### src/rtl/sr_bank_pkg.sv
// Shared encodings for the clocked SR flop bank: S=R=1 resolution policies.
package sr_bank_pkg;
  localparam int MODE_RST_DOM = 0;
  localparam int MODE_SET_DOM = 1;
  localparam int MODE_TOGGLE  = 2;
  localparam int MODE_HOLD    = 3;
endpackage

### src/rtl/sr_cell.sv
// One SR channel: registered Q bit and registered conflict pulse.
// conflict_nxt exposes the pre-register conflict so the top can count it on the same edge.
module sr_cell
  import sr_bank_pkg::*;
#(
  parameter int   CONFLICT_MODE = MODE_TOGGLE,
  parameter logic RST_VAL       = 1'b0
) (
  input  logic clk,
  input  logic rst,
  input  logic en,
  input  logic load,
  input  logic d,
  input  logic s,
  input  logic r,
  output logic q,
  output logic conflict,
  output logic conflict_nxt
);

  logic q_q, q_d;
  logic conflict_q, conflict_d;

  always_comb begin
    q_d        = q_q;
    conflict_d = en & ~load & s & r;
    if (load) begin
      q_d = d;
    end else if (en) begin
      case ({s, r})
        2'b01:   q_d = 1'b0;
        2'b10:   q_d = 1'b1;
        2'b11: begin
          case (CONFLICT_MODE)
            MODE_RST_DOM: q_d = 1'b0;
            MODE_SET_DOM: q_d = 1'b1;
            MODE_TOGGLE:  q_d = ~q_q;
            default:      q_d = q_q;
          endcase
        end
        default: q_d = q_q;
      endcase
    end
  end

  always_ff @(posedge clk or posedge rst) begin
    if (rst) begin
      q_q        <= RST_VAL;
      conflict_q <= 1'b0;
    end else begin
      q_q        <= q_d;
      conflict_q <= conflict_d;
    end
  end

  assign q            = q_q;
  assign conflict     = conflict_q;
  assign conflict_nxt = conflict_d;

endmodule

### src/rtl/sr_flop_bank.sv
// Bank of WIDTH clocked SR flops with a selectable S=R=1 policy plus
// conflict monitoring: per-channel pulses, a sticky flag and a saturating counter.
module sr_flop_bank
  import sr_bank_pkg::*;
#(
  parameter int               WIDTH         = 8,
  parameter int               CONFLICT_MODE = 2,
  parameter logic [WIDTH-1:0] RESET_VALUE   = {WIDTH{1'b0}},
  parameter int               CNT_W         = 8
) (
  input  logic             clk,
  input  logic             rst,
  input  logic             en,
  input  logic [WIDTH-1:0] S,
  input  logic [WIDTH-1:0] R,
  input  logic             load,
  input  logic [WIDTH-1:0] d,
  input  logic             clr_flags,
  output logic [WIDTH-1:0] Q,
  output logic [WIDTH-1:0] Q_bar,
  output logic [WIDTH-1:0] conflict,
  output logic             conflict_sticky,
  output logic [CNT_W-1:0] conflict_cnt
);

  generate
    if (CONFLICT_MODE < 0 || CONFLICT_MODE > 3 || WIDTH < 1 || CNT_W < 1) begin : g_bad_param
      $error("sr_flop_bank: illegal parameters (CONFLICT_MODE 0..3, WIDTH>=1, CNT_W>=1)");
    end
  endgenerate

  localparam logic [CNT_W-1:0] CNT_MAX = {CNT_W{1'b1}};

  logic [WIDTH-1:0] conflict_nxt;

  generate
    for (genvar gi = 0; gi < WIDTH; gi++) begin : g_cell
      sr_cell #(
        .CONFLICT_MODE(CONFLICT_MODE),
        .RST_VAL      (RESET_VALUE[gi])
      ) u_cell (
        .clk         (clk),
        .rst         (rst),
        .en          (en),
        .load        (load),
        .d           (d[gi]),
        .s           (S[gi]),
        .r           (R[gi]),
        .q           (Q[gi]),
        .conflict    (conflict[gi]),
        .conflict_nxt(conflict_nxt[gi])
      );
    end
  endgenerate

  assign Q_bar = ~Q;

  logic             any_conflict;
  logic             sticky_q, sticky_d;
  logic [CNT_W-1:0] cnt_q, cnt_d;

  assign any_conflict = |conflict_nxt;

  // clr_flags beats a coincident conflict for both sticky and count
  always_comb begin
    sticky_d = sticky_q;
    cnt_d    = cnt_q;
    if (clr_flags) begin
      sticky_d = 1'b0;
      cnt_d    = '0;
    end else if (any_conflict) begin
      sticky_d = 1'b1;
      if (cnt_q != CNT_MAX) cnt_d = cnt_q + 1'b1;
    end
  end

  always_ff @(posedge clk or posedge rst) begin
    if (rst) begin
      sticky_q <= 1'b0;
      cnt_q    <= '0;
    end else begin
      sticky_q <= sticky_d;
      cnt_q    <= cnt_d;
    end
  end

  assign conflict_sticky = sticky_q;
  assign conflict_cnt    = cnt_q;

endmodule

### config.mk
export PLATFORM = sky130hd
export DESIGN_NAME = sr_flop_bank
export DESIGN_NICKNAME = d
export VERILOG_FILES = /design/src/rtl/sr_bank_pkg.sv /design/src/rtl/sr_cell.sv /design/src/rtl/sr_flop_bank.sv
export SDC_FILE = /design/constraint.sdc
export NUM_CORES = 1
export LEC_CHECK = 0
export BUFFER_PORTS_ARGS = -buffer_cell sky130_fd_sc_hd__buf_2
export CORE_MARGIN = 8
export CORE_UTILIZATION = 40
export CTS_CLUSTER_SIZE = 20
export DETAILED_ROUTE_END_ITERATION = 8
export PLACE_DENSITY = 0.71
export SYNTH_ARGS = -nofsm -noshare
export SYNTH_HDL_FRONTEND = slang
export SYNTH_HIERARCHICAL = 1
export SYNTH_SLANG_ARGS = --single-unit
### constraint.sdc
create_clock -name clk -period 2.3 [get_ports clk]
set_clock_uncertainty 0.2 [all_clocks]
set_input_delay 0.115 -clock clk [delete_from_list [all_inputs] [get_ports clk]]
set_output_delay 0.115 -clock clk [all_outputs]
set_load 0.01 [all_outputs]
==> flow_summary.yaml, run 1 <==
clock_tree:
  numCtsBuffers: 3
  clk_latency_ns: 0.31
  ctsResizeCount: 0
  cts_tree: "built"
  clk_path_buf_depth: 2
  cts.sinks: 25
  cts-htree-levels: 1
  ctsRootBufferMaster: "clkbuf_4"
  clkTransAtPathRegs_ns: 0.13
floorplanning:
  die_w_um: 73.2
  num_rows: 20
  ioPinCount: 62
  start_util_pct: 42.5
  dieArea_mm2: 0.00535
  coreArea_mm2: 0.00308
  die_h_um: 73.2
flow_run:
  maxCapViolCount: 0
route:
  vias: 1390
  antenna_left: 0
  drc: 0
  drt_iter0_markers: 67
  vias_per_cell: 5.11
  dr.pass1.iters: 4
  wl_per_cell_um: 16.0
  wl_um: 4340
setup_path:
  critical_path_arrival_ns: 2.29
  cp-end-kind: "flop"
  worstSetupStartpointType: "input port"
  r2r-start: "conflict_cnt[0]"
  worst-path-max-fanout: 4
  crit_required_ns: 2.30
  critPathKind: "input port to flop"
  crit_start: "R[5]"
layout:
  areaGrowthSynthToFinish_pct: 59.2
  nNetsFinal: 259
  layout_common_cells: "buf_2 (61), dlygate4sd3_1 (35), dfrtp_1 (25)"
  final_common_cell: "buf_2"
  final_layout_size_suffix_gt1_share_pct: 40.4
  fin_cells: 272
  diodes: 0
  final_util_pct: 67.6
  n_fill_cell: 232
place:
  hpwl_um: 3020
  port_buffers: 61
  gp_congestion: 0.874
  post-place-cells: 231
  dp_slack_ns: 0.0265
synth:
  synthesis.nets: 153
  ys_seq_elements: 25
  yosysSeqAreaShare_pct: 47.8
  syn_area_per_cell_um2: 10.6
  yosys_warnings: 6
  ys_types: 28
  syn_area_mm2: 0.00131
  postSynthCellCount: 123
global_route:
  grt_antenna_before_repair: 0
  grt_first_pass_wirelength_um: 7000
  globalRouteTotalUtil_pct: 16.5
  grt_pass1_vias: 1469
  grt_max_degree: 20
  gr-total-overflow: 0
sta:
  setup_viol: 0
  final.setup.tns_ns: 0
  layout_setup_ws_ns: 0.0134
  tightest_slew_ns: 0.447
  hold_viol: 0
  fmax_mhz: 437
  period_needed_ns: 2.29
  slew-limit-headroom_pct: 69.9
  drv_slew: 0
  fin_crit_sh_pct: 99.4
pwr:
  ir_worst_vdd_mv: 0.290
  p_total_uw: 953
  power.density_mw_per_mm2: 458
  leakagePower_uw: 0.00115
status:
  run_status: "finished, final reports clean"
min_path:
  min_path_type: "input port to asynchronous set/reset pin"
-- final timing paths --
kind	endpoint	slack (ns)	depth (start not counted)
worst max-delay path	conflict_cnt[5]	0.01	7
worst min-delay path	g_cell[6].u_cell/q	0.09	3
worst max register to register	conflict_cnt[5]	0.32	5
worst min register to register	conflict_sticky	0.32	2
max in group asynchronous	conflict_cnt[5]	1.45	3
min in group clk	conflict_sticky	0.27	6
-- layer usage --
metal	track usage [%]	vias to the layer above	share of wire (%)
met5	0	-	0
met4	5.78	0	1.8
met3	4.81	8	9.3
met2	28.7	70	48
met1	18.5	659	41
li1	-	653	-
-- metrics by stage --
step	hold WS [ns]	cell area (um2)
finish	0.0876	2080
global route	0.0843	2080
CTS	0.0598	2070
detailed placement	-0.139	1690
global placement	-0.137	1690
floorplan	-0.344	1310
-- flip-flops by register name (all words and copies together), names as in the netlist --
signal / count
conflict_cnt: 8
conflict_sticky: 1
g_cell.u_cell/conflict: 8
g_cell.u_cell/q: 8
-- Yosys cell counts --
master | count | area, um2
a21bo_1 | 1 | 10.0
a21oi_1 | 11 | 55.1
a41o_1 | 1 | 10.0
and2b_1 | 1 | 7.51
and3_1 | 9 | 56.3
and3_4 | 1 | 11.3
and4_1 | 3 | 26.3
and4b_2 | 8 | 90.1
buf_4 | 1 | 7.51
dfrtp_1 | 25 | 626
ha_1 | 1 | 12.5
inv_1 | 17 | 63.8
mux2_4 | 1 | 15.0
mux2i_1 | 2 | 20.0
nand2_1 | 10 | 37.5
nand3_1 | 1 | 5.00
nand3_2 | 1 | 10.0
nand3b_1 | 1 | 7.51
nand4_1 | 1 | 6.26
nor2_1 | 9 | 33.8
nor4_1 | 2 | 12.5
o2111ai_1 | 1 | 8.76
o221ai_1 | 1 | 8.76
o22a_4 | 1 | 17.5
o31ai_2 | 8 | 100
or4_4 | 2 | 22.5
xnor2_1 | 1 | 8.76
xor2_1 | 2 | 17.5
-- critical path: stages --
cell           delay (ns)
dlygate4sd3_1        0.55
buf_2                0.13
and4b_2              0.22
or4_4                0.56
o22a_4               0.26
and3_4               0.17
mux2_4               0.29
-- repair_timing --
action / 4_1_cts / 5_1_grt
endpoints found under the setup margin: 0 / 1
endpoints found under the hold margin: 49 / 0
hold buffers: 35 / 0
buffers inserted: 0 / 2
-- cell families after synthesis --
logic type	after synthesis	synth area share [%]
AOI/OAI and AO/OA	24	16.1
and+or+nand+nor	49	25.0
muxes	3	2.68
adders and majority gates	1	0.957
DFF	25	47.8
buffers and inverters	18	5.45
xor gates and xnor gates	3	2.01
-- area by class of cell --
cell class | instances | area (um2) | share of cell area, %
Timing Repair Buffer | 102 | 701 | 33.7
Sequential cell | 25 | 626 | 30.0
Multi-Input combinational cell | 80 | 611 | 29.3
Inverter | 17 | 63.8 | 3.06
Tap cell | 44 | 55.1 | 2.64
Clock buffer | 4 | 26.3 | 1.26
-- power breakdown --
group	total [uW]	switching, uW	internal (uW)	leakage, uW
combinational	274	129	144	0.000804
clock	192	124	67.6	0.0000150
sequential	487	22.4	465	0.000329
total	953	276	676	0.00115
Power figures use the tool's default switching activity.
==> inputs of run 2 (changes only) <==
==> constraint.sdc (replaced) <==
create_clock -name clk -period 2.48 [get_ports clk]
set_clock_uncertainty 0.2 [all_clocks]
set_input_delay 0.124 -clock clk [delete_from_list [all_inputs] [get_ports clk]]
set_output_delay 0.124 -clock clk [all_outputs]
set_load 0.01 [all_outputs]
==> run 2 against run 1 <==
Against the previous run: first-iteration DRC count shrank 22%; count of clock-buffer cells in the layout did not move; register-to-register slack gained 0.20 ns; final cell count fell by 1.1%; critical endpoint unchanged; setup slack improved by 0.17 ns; largest cell class unchanged; sequential power decreased by 7.2%; combinational power decreased by 11%; worst hold slack got worse by 0.0080 ns; global-route usage fell by 0.47 points; clock power fell by 6%; total power is 7.9% lower.
==> flow_summary.yaml, run 2 (synthesis gave the netlist of run 1 again) <==
route:
  drt_iter0_markers: 52
  dr.pass1.iters: 4
  vias_per_cell: 5.04
  wl_per_cell_um: 15.5
  drc: 0
  antenna_left: 0
  vias: 1356
  wl_um: 4180
global_route:
  grt_first_pass_wirelength_um: 6880
  globalRouteTotalUtil_pct: 16.0
  grt_antenna_before_repair: 0
  grt_pass1_vias: 1449
  gr-total-overflow: 0
  grt_max_degree: 17
pwr:
  power.density_mw_per_mm2: 426
  power.internal_uw: 621
  swShare_pct: 29.2
  p_total_uw: 877
  netSwitchingPower_uw: 256
  pwr-share-seq_pct: 51.5
  ir_worst_vdd_mv: 0.278
  combPwrFrac_pct: 27.9
  p_clk_share_pct: 20.5
  leakagePower_uw: 0.00113
floorplanning:
  ioPinCount: 62
  num_rows: 20
  die_w_um: 73.2
  coreArea_mm2: 0.00308
  dieArea_mm2: 0.00535
  start_util_pct: 42.5
  die_h_um: 73.2
clock_tree:
  numCtsBuffers: 3
  ctsRootBufferMaster: "clkbuf_4"
  cts.sinks: 25
  clk_path_buf_depth: 2
  cts-htree-levels: 1
  clkTransAtPathRegs_ns: 0.13
  cts_tree: "built"
  ctsResizeCount: 0
  cts_setup_buffers: 0
  clk_latency_ns: 0.31
sta:
  tightest_slew_ns: 0.410
  final.setup.tns_ns: 0
  grt_setup_unrepaired: "false"
  fmax_mhz: 435
  hold_viol: 0
  fin_crit_sh_pct: 92.7
  period_needed_ns: 2.30
  slew-limit-headroom_pct: 72.4
  drv_slew: 0
  setup_viol: 0
status:
  run_status: "finished, final reports clean"
min_path:
  min_path_type: "input port to asynchronous set/reset pin"
layout:
  diodes: 0
  final_layout_size_suffix_gt1_share_pct: 39.1
  layout_common_cells: "buf_2 (61), dlygate4sd3_1 (36), dfrtp_1 (25)"
  fin_cells: 269
  nNetsFinal: 256
  final_common_cell: "buf_2"
  final_util_pct: 67.0
  areaGrowthSynthToFinish_pct: 57.7
place:
  port_buffers: 61
  gp_congestion: 0.793
  post-place-cells: 229
  hpwl_um: 2820
setup_path:
  worst-path-max-fanout: 5
  crit_required_ns: 2.49
  critPathKind: "input port to flop"
  worstSetupStartpointType: "input port"
  cp-end-kind: "flop"
  critical_path_arrival_ns: 2.31
flow_run:
  maxCapViolCount: 0
run 2: cell types whose count changed in the layout (fill, tap and decap cells not counted), sizes merged:
cell / previous run / this run
buf: 67 / 63
dlygate4sd3: 35 / 36
run 2: area by class of cell:
type	instances	area, um2
fill	227	1020
tap	44	55.1
inverter	17	63.8
sequential	25	626
timing repair buffer	99	681
multi-input combinational	80	611
clock buffer	4	26.3
run 2: worst paths after layout:
path,end,cells past startpoint,from,slack [ns]
min,g_cell[5].u_cell/q,3,rst,0.08
max reg2reg,conflict_cnt[5],5,conflict_cnt[0],0.52
max,conflict_cnt[5],7,R[4],0.18
min in group clk,conflict_sticky,6,S[6],0.28
min reg2reg,conflict_sticky,2,conflict_sticky,0.31
max in group asynchronous,conflict_cnt[5],3,rst,1.62
run 2: repair_timing:
action / 4_1_cts / 5_1_grt
endpoints found under the setup margin: 0 / 0
hold endpoints to repair: 49 / 0
hold buffers: 36 / 0
run 2: power groups by stage:
stage	combinational [uW]	clock [uW]	sequential, uW
4_1_cts	242	187	451
3_5_place_dp	194	0	459
6_report	245	180	452
2_1_floorplan	89.8	0	469
5_1_grt	268	211	456
3_3_place_gp	189	0	457
run 2: through the flow:
| stage | cell area [um2] | hold slack (ns) | setup WS (ns) |
|---|---|---|---|
| finish | 2060 | 0.0797 | 0.182 |
| global route | 2060 | 0.0671 | 0.155 |
| CTS | 2060 | 0.0581 | 0.201 |
| detailed placement | 1680 | -0.126 | 0.172 |
| global placement | 1680 | -0.131 | 0.202 |
| floorplan | 1310 | -0.335 | 0.529 |
run 2: metal layers:
metal | vias up | part of all wire (%) | global-route usage [%]
li1 | 650 | - | -
met1 | 654 | 43 | 17.7
met2 | 48 | 48 | 28.2
met3 | 4 | 8.9 | 5.49
met4 | 0 | 0.93 | 4.22
met5 | - | 0 | 0
run 2: critical path: stages:
cell and delay [ns]:
dlygate4sd3_1 0.54, buf_2 0.14, and4b_2 0.22, or4_4 0.54, o22a_4 0.29, and3_4 0.17
mux2_4 0.28
